--- config.mk ---
export PLATFORM = sky130hd
export DESIGN_NAME = irrigation_cycle_ctrl_flat
export DESIGN_NICKNAME = d
export VERILOG_FILES = /design/src/rtl/irrigation_cycle_ctrl_pkg.sv /design/src/rtl/irrigation_cycle_ctrl_if.sv /design/src/rtl/irrigation_cycle_ctrl_tick_delta.sv /design/src/rtl/irrigation_cycle_ctrl.sv /design/src/flat_wrapper.sv
export SDC_FILE = /design/constraint.sdc
export NUM_CORES = 1
export LEC_CHECK = 0
export ABC_AREA = 0
export BUFFER_PORTS_ARGS = -buffer_cell sky130_fd_sc_hd__buf_2
export CELL_PAD_IN_SITES_DETAIL_PLACEMENT = 0
export CELL_PAD_IN_SITES_GLOBAL_PLACEMENT = 1
export CORE_MARGIN = 10
export CORE_UTILIZATION = 40
export DETAILED_ROUTE_END_ITERATION = 12
export PLACE_DENSITY = 0.87
export SETUP_SLACK_MARGIN = 0.4
export SYNTH_ARGS = -nofsm -noshare
export SYNTH_HDL_FRONTEND = slang
export SYNTH_HIERARCHICAL = 1
export SYNTH_SLANG_ARGS = --single-unit
--- constraint.sdc ---
create_clock -name clk -period 3.35 [get_ports clk]
set_input_delay 0.5025 -clock clk [delete_from_list [all_inputs] [get_ports clk]]
set_output_delay 0.5025 -clock clk [all_outputs]
set_load 0.02 [all_outputs]
--- src/rtl/irrigation_cycle_ctrl_pkg.sv ---
// Shared types and constants for the irrigation watering-cycle controller.
package irrigation_pkg;

    typedef enum logic [1:0] {
        IDLE,
        WATER,
        SOAK,
        FAULT
    } state_e;

    localparam logic [1:0] FC_NONE = 2'b00;
    localparam logic [1:0] FC_TANK = 2'b01;
    localparam logic [1:0] FC_DRY  = 2'b10;

endpackage

--- src/rtl/irrigation_cycle_ctrl_if.sv ---
// Signal bundle between the irrigation controller and its environment.
// master: sensors/counter side; slave: the controller.
interface irrigation_cycle_ctrl_if;

    logic [3:0] count;
    logic       dry;
    logic       tank_low;
    logic       ack;
    logic       valve;
    logic       busy;
    logic       done;
    logic       fault;
    logic [1:0] fault_code;
    logic [2:0] cycle_cnt;

    modport master (
        output count, dry, tank_low, ack,
        input  valve, busy, done, fault, fault_code, cycle_cnt
    );

    modport slave (
        input  count, dry, tank_low, ack,
        output valve, busy, done, fault, fault_code, cycle_cnt
    );

endinterface

--- src/rtl/irrigation_cycle_ctrl_tick_delta.sv ---
// Snapshots the upstream counter on state entry and reports ticks elapsed since.
module tick_delta (
    input  logic       clk,
    input  logic       reset,
    input  logic       snap_en,
    input  logic [3:0] count,
    output logic [3:0] elapsed
);

    logic [3:0] snap_q;

    // Capture the pre-edge count whenever the controller changes state.
    always_ff @(posedge clk or posedge reset) begin
        if (reset) begin
            snap_q <= 4'd0;
        end else if (snap_en) begin
            snap_q <= count;
        end
    end

    // Modulo-16 subtraction handles counter wrap without special casing.
    assign elapsed = count - snap_q;

endmodule

--- src/rtl/irrigation_cycle_ctrl.sv ---
// Watering-cycle controller: water/soak bursts while soil stays dry, with
// tank-low and retry-exhaustion faults.
module irrigation_cycle_ctrl
    import irrigation_pkg::*;
#(
    parameter int unsigned WATER_TICKS = 10,
    parameter int unsigned SOAK_TICKS  = 5,
    parameter int unsigned MAX_CYCLES  = 3
) (
    input logic                    clk,
    input logic                    reset,
    irrigation_cycle_ctrl_if.slave bus
);

    localparam logic [3:0] WaterTicks = 4'(WATER_TICKS);
    localparam logic [3:0] SoakTicks  = 4'(SOAK_TICKS);
    localparam logic [2:0] MaxCycles  = 3'(MAX_CYCLES);

    state_e     state_q, state_d;
    logic [1:0] code_q, code_d;
    logic [2:0] cnt_q, cnt_d;
    logic       done_q, done_d;
    logic       snap_en;
    logic [3:0] elapsed;

    tick_delta u_tick_delta (
        .clk     (clk),
        .reset   (reset),
        .snap_en (snap_en),
        .count   (bus.count),
        .elapsed (elapsed)
    );

    // State and output registers.
    always_ff @(posedge clk or posedge reset) begin
        if (reset) begin
            state_q <= IDLE;
            code_q  <= FC_NONE;
            cnt_q   <= 3'd0;
            done_q  <= 1'b0;
        end else begin
            state_q <= state_d;
            code_q  <= code_d;
            cnt_q   <= cnt_d;
            done_q  <= done_d;
        end
    end

    // Next-state logic; tank-low always outranks timer expiry.
    always_comb begin
        state_d = state_q;
        code_d  = code_q;
        cnt_d   = cnt_q;
        done_d  = 1'b0;
        unique case (state_q)
            IDLE: begin
                if (bus.dry && bus.tank_low) begin
                    state_d = FAULT;
                    code_d  = FC_TANK;
                end else if (bus.dry) begin
                    state_d = WATER;
                    cnt_d   = 3'd1;
                    code_d  = FC_NONE;
                end
            end
            WATER: begin
                if (bus.tank_low) begin
                    state_d = FAULT;
                    code_d  = FC_TANK;
                end else if (elapsed == WaterTicks) begin
                    state_d = SOAK;
                end
            end
            SOAK: begin
                if (bus.tank_low) begin
                    state_d = FAULT;
                    code_d  = FC_TANK;
                end else if (elapsed == SoakTicks) begin
                    if (!bus.dry) begin
                        state_d = IDLE;
                        done_d  = 1'b1;
                    end else if (cnt_q < MaxCycles) begin
                        state_d = WATER;
                        cnt_d   = cnt_q + 3'd1;
                    end else begin
                        state_d = FAULT;
                        code_d  = FC_DRY;
                    end
                end
            end
            FAULT: begin
                // Code and burst count stay visible until the next request starts.
                if (bus.ack && !bus.tank_low) begin
                    state_d = IDLE;
                end
            end
            default: state_d = IDLE;
        endcase
    end

    // Any state change (including SOAK->WATER re-entry) restarts the timer.
    assign snap_en = (state_d != state_q);

    assign bus.valve      = (state_q == WATER);
    assign bus.busy       = (state_q == WATER) || (state_q == SOAK);
    assign bus.fault      = (state_q == FAULT);
    assign bus.done       = done_q;
    assign bus.fault_code = code_q;
    assign bus.cycle_cnt  = cnt_q;

endmodule

--- src/flat_wrapper.sv ---
// flat-port wrapper written by rule: the top's interface ports become plain ports
module irrigation_cycle_ctrl_flat import irrigation_pkg::*;
#(
    parameter int unsigned WATER_TICKS = 10,
    parameter int unsigned SOAK_TICKS  = 5,
    parameter int unsigned MAX_CYCLES  = 3
)
  (clk, reset, bus_count, bus_dry, bus_tank_low, bus_ack, bus_valve, bus_busy, bus_done, bus_fault, bus_fault_code, bus_cycle_cnt);
  irrigation_cycle_ctrl_if bus_i ();
  input logic clk;
  input logic reset;
  input wire logic [$bits(bus_i.count)-1:0] bus_count;
  input wire logic [$bits(bus_i.dry)-1:0] bus_dry;
  input wire logic [$bits(bus_i.tank_low)-1:0] bus_tank_low;
  input wire logic [$bits(bus_i.ack)-1:0] bus_ack;
  output wire logic [$bits(bus_i.valve)-1:0] bus_valve;
  output wire logic [$bits(bus_i.busy)-1:0] bus_busy;
  output wire logic [$bits(bus_i.done)-1:0] bus_done;
  output wire logic [$bits(bus_i.fault)-1:0] bus_fault;
  output wire logic [$bits(bus_i.fault_code)-1:0] bus_fault_code;
  output wire logic [$bits(bus_i.cycle_cnt)-1:0] bus_cycle_cnt;
  assign bus_i.count = bus_count;
  assign bus_i.dry = bus_dry;
  assign bus_i.tank_low = bus_tank_low;
  assign bus_i.ack = bus_ack;
  assign bus_valve = bus_i.valve;
  assign bus_busy = bus_i.busy;
  assign bus_done = bus_i.done;
  assign bus_fault = bus_i.fault;
  assign bus_fault_code = bus_i.fault_code;
  assign bus_cycle_cnt = bus_i.cycle_cnt;
  irrigation_cycle_ctrl #(.WATER_TICKS(WATER_TICKS), .SOAK_TICKS(SOAK_TICKS), .MAX_CYCLES(MAX_CYCLES)) u_core (.clk(clk), .reset(reset), .bus(bus_i));
endmodule
== Word-level counts from Yosys, hierarchy flattened ==
Cells that the tools add are included.
Storage, ports and cells
  logic and storage cells: 63
  input port bits: 9
  flip-flop bits (word level): 12
  output and inout port bits: 9
Cells by class
  $add $sub $neg: 2
  reduce and logical (&&, ||, !) cells: 9
  eq/ne operators: 17
  mux-type cells: 29
  $lt $le $gt $ge: 1
Operators with widths (number)
  2-bit 2-to-1 mux: 16
  3-bit 2-to-1 mux: 6
  2-bit != test (second input constant): 5
  2-bit one-hot mux with 4 select lines: 1
  7-bit AND reduction: 1
  3-bit by 2-bit != test with 1-bit output (second input constant): 2
  3-bit != test (second input constant): 2
  2-bit one-hot mux with 3 select lines: 1
  3-bit one-hot mux with 2 select lines: 1
  6-bit AND reduction: 1
  2-bit equality test (second input constant): 2
  4-bit by 3-bit equality test with 1-bit output (second input constant): 1
  4-bit equality test (second input constant): 1
  1-bit 2-to-1 mux: 4
  2-bit by 1-bit != test with 1-bit output (second input constant): 2
  4-bit subtractor: 1
  3-bit by 1-bit adder with 3-bit output (second input constant): 1
  3-bit by 2-bit < comparator with 1-bit output (second input constant): 1
  3-bit nonzero test: 1
  2-bit by 1-bit equality test with 1-bit output (second input constant): 1
  1-bit logical AND: 2
  2-bit zero test: 1
  2-bit != test: 1
  2-bit nonzero test: 1
  2 further kinds: 2

== Depth between registers and ports, before layout ==
  depth after elaboration: 7
  gate-level depth with buffers: 12
  gate-level depth less buffers: 12

== Hierarchy ==
Netlist, hierarchy kept.
Modules (own cells, without submodules)
  irrigation_cycle_ctrl: cells each 71, sequential area each 200.2 µm², times used 1, area an instance 663.1 µm²
  tick_delta: cells each 26, sequential area each 100.1 µm², times used 1, area an instance 260.2 µm²

== Least setup slack after synthesis ==
No wires, ideal clock.
  kind: input-to-reg
  start: input port bus_count[0]
  end: register u_core.u_tick_delta.snap_q[0]
  data required time: 3225 ps
  slack: 465 ps
  path buffers: 0
  arrival time: 2760 ps
  cell stages on the path: 10
  library setup time: 125 ps
  cell sequence: inv_1 -> ha_1 -> inv_1 -> fa_1 -> xor2_1 -> nand4bb_4 -> a22oi_1 -> or4bb_1 -> o211ai_2 -> mux2_2
Between the ends
  word-level cells in the longest chain between the ends: 6
  elaborated cells on any way between the ends: 9
  those cells by class: add/sub: 1; eq/ne: 3; mux: 5
Ends and longest elaborated chain
  start, declared: RTL line flat_wrapper.sv:12  | input wire logic [$bits(bus_i.count)-1:0] bus_count;
  4-bit subtractor *: RTL line irrigation_cycle_ctrl_tick_delta.sv:22  | assign elapsed = count - snap_q;
  named net u_core.elapsed[2]: RTL line irrigation_cycle_ctrl.sv:24  | logic [3:0] elapsed;
  4-bit by 3-bit equality test with 1-bit output / 4-bit equality test (equally long branches): RTL line irrigation_cycle_ctrl.sv:78, irrigation_cycle_ctrl.sv:70
  2-bit 2-to-1 mux (on tied branches): RTL line irrigation_cycle_ctrl.sv:78, irrigation_cycle_ctrl.sv:70
  2-bit 2-to-1 mux (on tied branches): RTL line irrigation_cycle_ctrl.sv:75, irrigation_cycle_ctrl.sv:67
  2-bit one-hot mux with 4 select lines *: RTL line irrigation_cycle_ctrl.sv:55  | unique case (state_q)
  2-bit != test *: RTL line irrigation_cycle_ctrl.sv:102  | assign snap_en = (state_d != state_q);
  named net u_core.snap_en: RTL line irrigation_cycle_ctrl.sv:23  | logic snap_en;
  end signal, assigned: RTL line irrigation_cycle_ctrl_tick_delta.sv:17  | snap_q <= count;
  end, declared: RTL line irrigation_cycle_ctrl_tick_delta.sv:10  | logic [3:0] snap_q;
The timed path passes the listed nets; every way through them passes the cells marked *.
A chain may end at the register's enable or synchronous reset.

== Worst setup path in the final report ==
Same ends and word-level chain as after synthesis.

==> results_dict.tcl <==
set metrics [dict create \
    status "completed" \
    cts_buffers 3 \
    finalCriticalPeriod_ps 2878 \
    setup_viol 0 \
    skew_ps 2.136 \
    postSynthAreaPerCell_um2 9.519 \
    drive_gt1_frac 0.3333 \
    worstPathArrival_ps 3030 \
    grt_pass1_wl_mm 3.249 \
    die_x_um 68.05 \
    synthCells 97 \
    core_area_mm2 0.002212 \
    period_share 0.8591 \
    setup-tns-final_ps 0 \
    max_freq_mhz 347.5 \
    startpoint_type "input pin" \
    multi_input_area_um2 626.9 \
    htreeDepth 1 \
    clock_sinks 12 \
    die_h_um 68.05 \
    path_clk_slew_ps 70 \
    gp_congestion 0.9207 \
    grt.overflow.total 0 \
    tightestPinTransition_ps 420.6 \
    synth_top_area_cell "dfrtp_1" \
    clk_path_buf_depth 2 \
    fin_hold_ws_ps 113.5 \
    crit_type "input pin to flip-flop" \
    cts-root-buf "clkbuf_4" \
    hpwl_mm 1.576 \
    required_ps 3500 \
    final_hold_viol_count 0 \
    synthesis.nets 116 \
    synthTopCellsByArea "dfrtp_1, ha_1, mux2_2" \
    nets 138 \
    grt_max_degree 13 \
    postRouteAntennaNets 0 \
    vias 753 \
    grt_util_all_layers 0.08943 \
    synthDominantCellAreaShare 0.3252 \
    hold_class "input pin to async pin" \
    avgRoutedWirePerCell_um 13.63 \
    die_area_mm2 0.004630 \
    slowest_stage "or4bb_4" \
    final_common_cell "buf_2" \
    area_delta_synth_final_pct 22.76 \
    drt-vias-per-instance 5.193 \
    port_buffers 17 \
    path_max_fanout 6 \
    num_rows 17 \
    ys_types 37 \
    drt-total-wl_mm 1.977 \
    path_delay_family "simple AND/OR/NAND/NOR gates" \
    first_pass_iters 4 \
    drcViolationCount 0 \
    leakage_nw 0.5324 \
    max_cap_violations 0 \
    rsz0062_at_grt "yes" \
    vdd_drop_max_v 0.0005099 \
    power.density_mw_per_mm2 1032 \
    final_cell_mix "buf_2, inv_1, dfrtp_1" \
    max_slew_margin 0.7196 \
    first_iter_violations 42 \
    synth_area_um2 923.4 \
    slew_violations 0 \
    ys_ff_latch 12 \
    endpoint_kind "flip-flop" \
    finish.utilization 0.5124 \
    fin_area_mm2 0.001134 \
    crit_chain "buf_2 > inv_1 > ha_2 > inv_1 > fa_2 > xor2_4 > nand4bb_4 > a22oi_2 > or4bb_4 > o211ai_4 > mux2_2" \
    initial_core_util 0.4174 \
    crit_buf_inv 3 \
    tritoncts "built" \
    crit_path_frequent_cell "inv_1" \
    dpl_cell_area_mm2 0.001027 \
    diodes 0 \
    num-fill-cells 205 \
    insertion_delay_ps 270 \
    grt_pass1_vias 732 \
    area.sequential_um2 300.3 \
    ios 18 \
    ys_seq_area_frac 0.3252 \
    antenna_found_initial 0 \
    cpPeakStageDelay_ps 510 \
    yosysWarnings 6 \
]
-- routing by layer --
layer / vias to the layer above / routed length (um) / track usage
li1: 379 / - / -
met1: 356 / 890 / 0.1104
met2: 16 / 965 / 0.1384
met3: 2 / 108 / 0.03589
met4: 0 / 12 / 0.03015
met5: - / 0 / 0
-- cell families (layout without fill, tap and decap cells) --
| family | Yosys count | after routing | share of synthesized area |
|---|---|---|---|
| AO/OA/AOI/OAI | 22 | 22 | 0.1748 |
| multiplexers | 6 | 6 | 0.07181 |
| AND/OR/NAND/NOR | 29 | 29 | 0.1857 |
| XOR/XNOR | 3 | 3 | 0.02846 |
| adder cells (fa/ha/maj) | 10 | 10 | 0.1436 |
| flip-flops | 12 | 12 | 0.3252 |
| buffers and inverters | 15 | 35 | 0.07046 |
-- cell usage after synthesis, drive strengths merged --
cell type	instances
o311ai	1
ha	9
o22a	1
o21ai	6
and2	1
nor3b	1
a21oi	5
nand4bb	1
a221oi	1
fa	1
xnor2	1
nand3	2
mux2	5
dfrtp	12
o21ba	1
clkbuf	1
or2	1
o311a	1
or4bb	1
xor2	2
nor2	5
nand2	11
mux2i	1
o22ai	1
o21a	1
nor4b	1
inv	13
o2bb2a	1
o211ai	1
buf	1
nand2b	2
nor3	1
nor4bb	1
a31oi	1
and3	1
a22oi	1
-- power breakdown --
part / leakage (nW) / internal [mW] / switching, mW
Clock: 0.0138 / 0.0415 / 0.0436
Combinational: 0.371 / 0.402 / 0.425
Sequential: 0.147 / 0.208 / 0.0506
-- registers in the layout, indices dropped and copies added, names as in the netlist --
signal,count
u_core/bus.cycle_cnt,3
u_core/bus.done,1
u_core/bus.fault_code,2
u_core/state_q,2
u_core/u_tick_delta/snap_q,4
-- worst paths after layout --
path / startpoint / end / slack (ps) / cells past startpoint
max in group asynchronous: reset / u_core/state_q[0] / 2920 / 2
max: bus_count[0] / u_core/u_tick_delta/snap_q[0] / 470 / 11
min: reset / u_core/u_tick_delta/snap_q[3] / 110 / 2
min in group clk: bus_count[3] / u_core/u_tick_delta/snap_q[3] / 490 / 2
max reg2reg: u_core/u_tick_delta/snap_q[0] / u_core/u_tick_delta/snap_q[0] / 490 / 9
min reg2reg: u_core/bus.fault_code[0] / u_core/bus.fault_code[0] / 500 / 1
-- cell type report --
type                       instances  share of cell area
sequential                        12              0.2649
tap                               28             0.03091
inverter                          13             0.04305
clock buffer                       3             0.01987
multi-input combinational         70              0.5530
timing repair buffer              19             0.08830
-- repair_timing --
| item | 4_1_cts | 5_1_grt |
|---|---|---|
| endpoints found under the setup margin | 0 | 2 |
| resized for setup | 0 | 11 |
| hold buffers | 0 | 0 |
| buffers inserted | 0 | 2 |
-- stage by stage --
stage,std cells,power (mW),setup slack [ps]
after floorplan,97,0.8116,464.9
after global placement,140,0.9442,183.9
after detailed placement,140,0.9527,130.2
after CTS,143,1.045,407.6
after global routing,145,1.286,384.5
final,145,1.170,472.0
(Power assumes the default switching activity.)
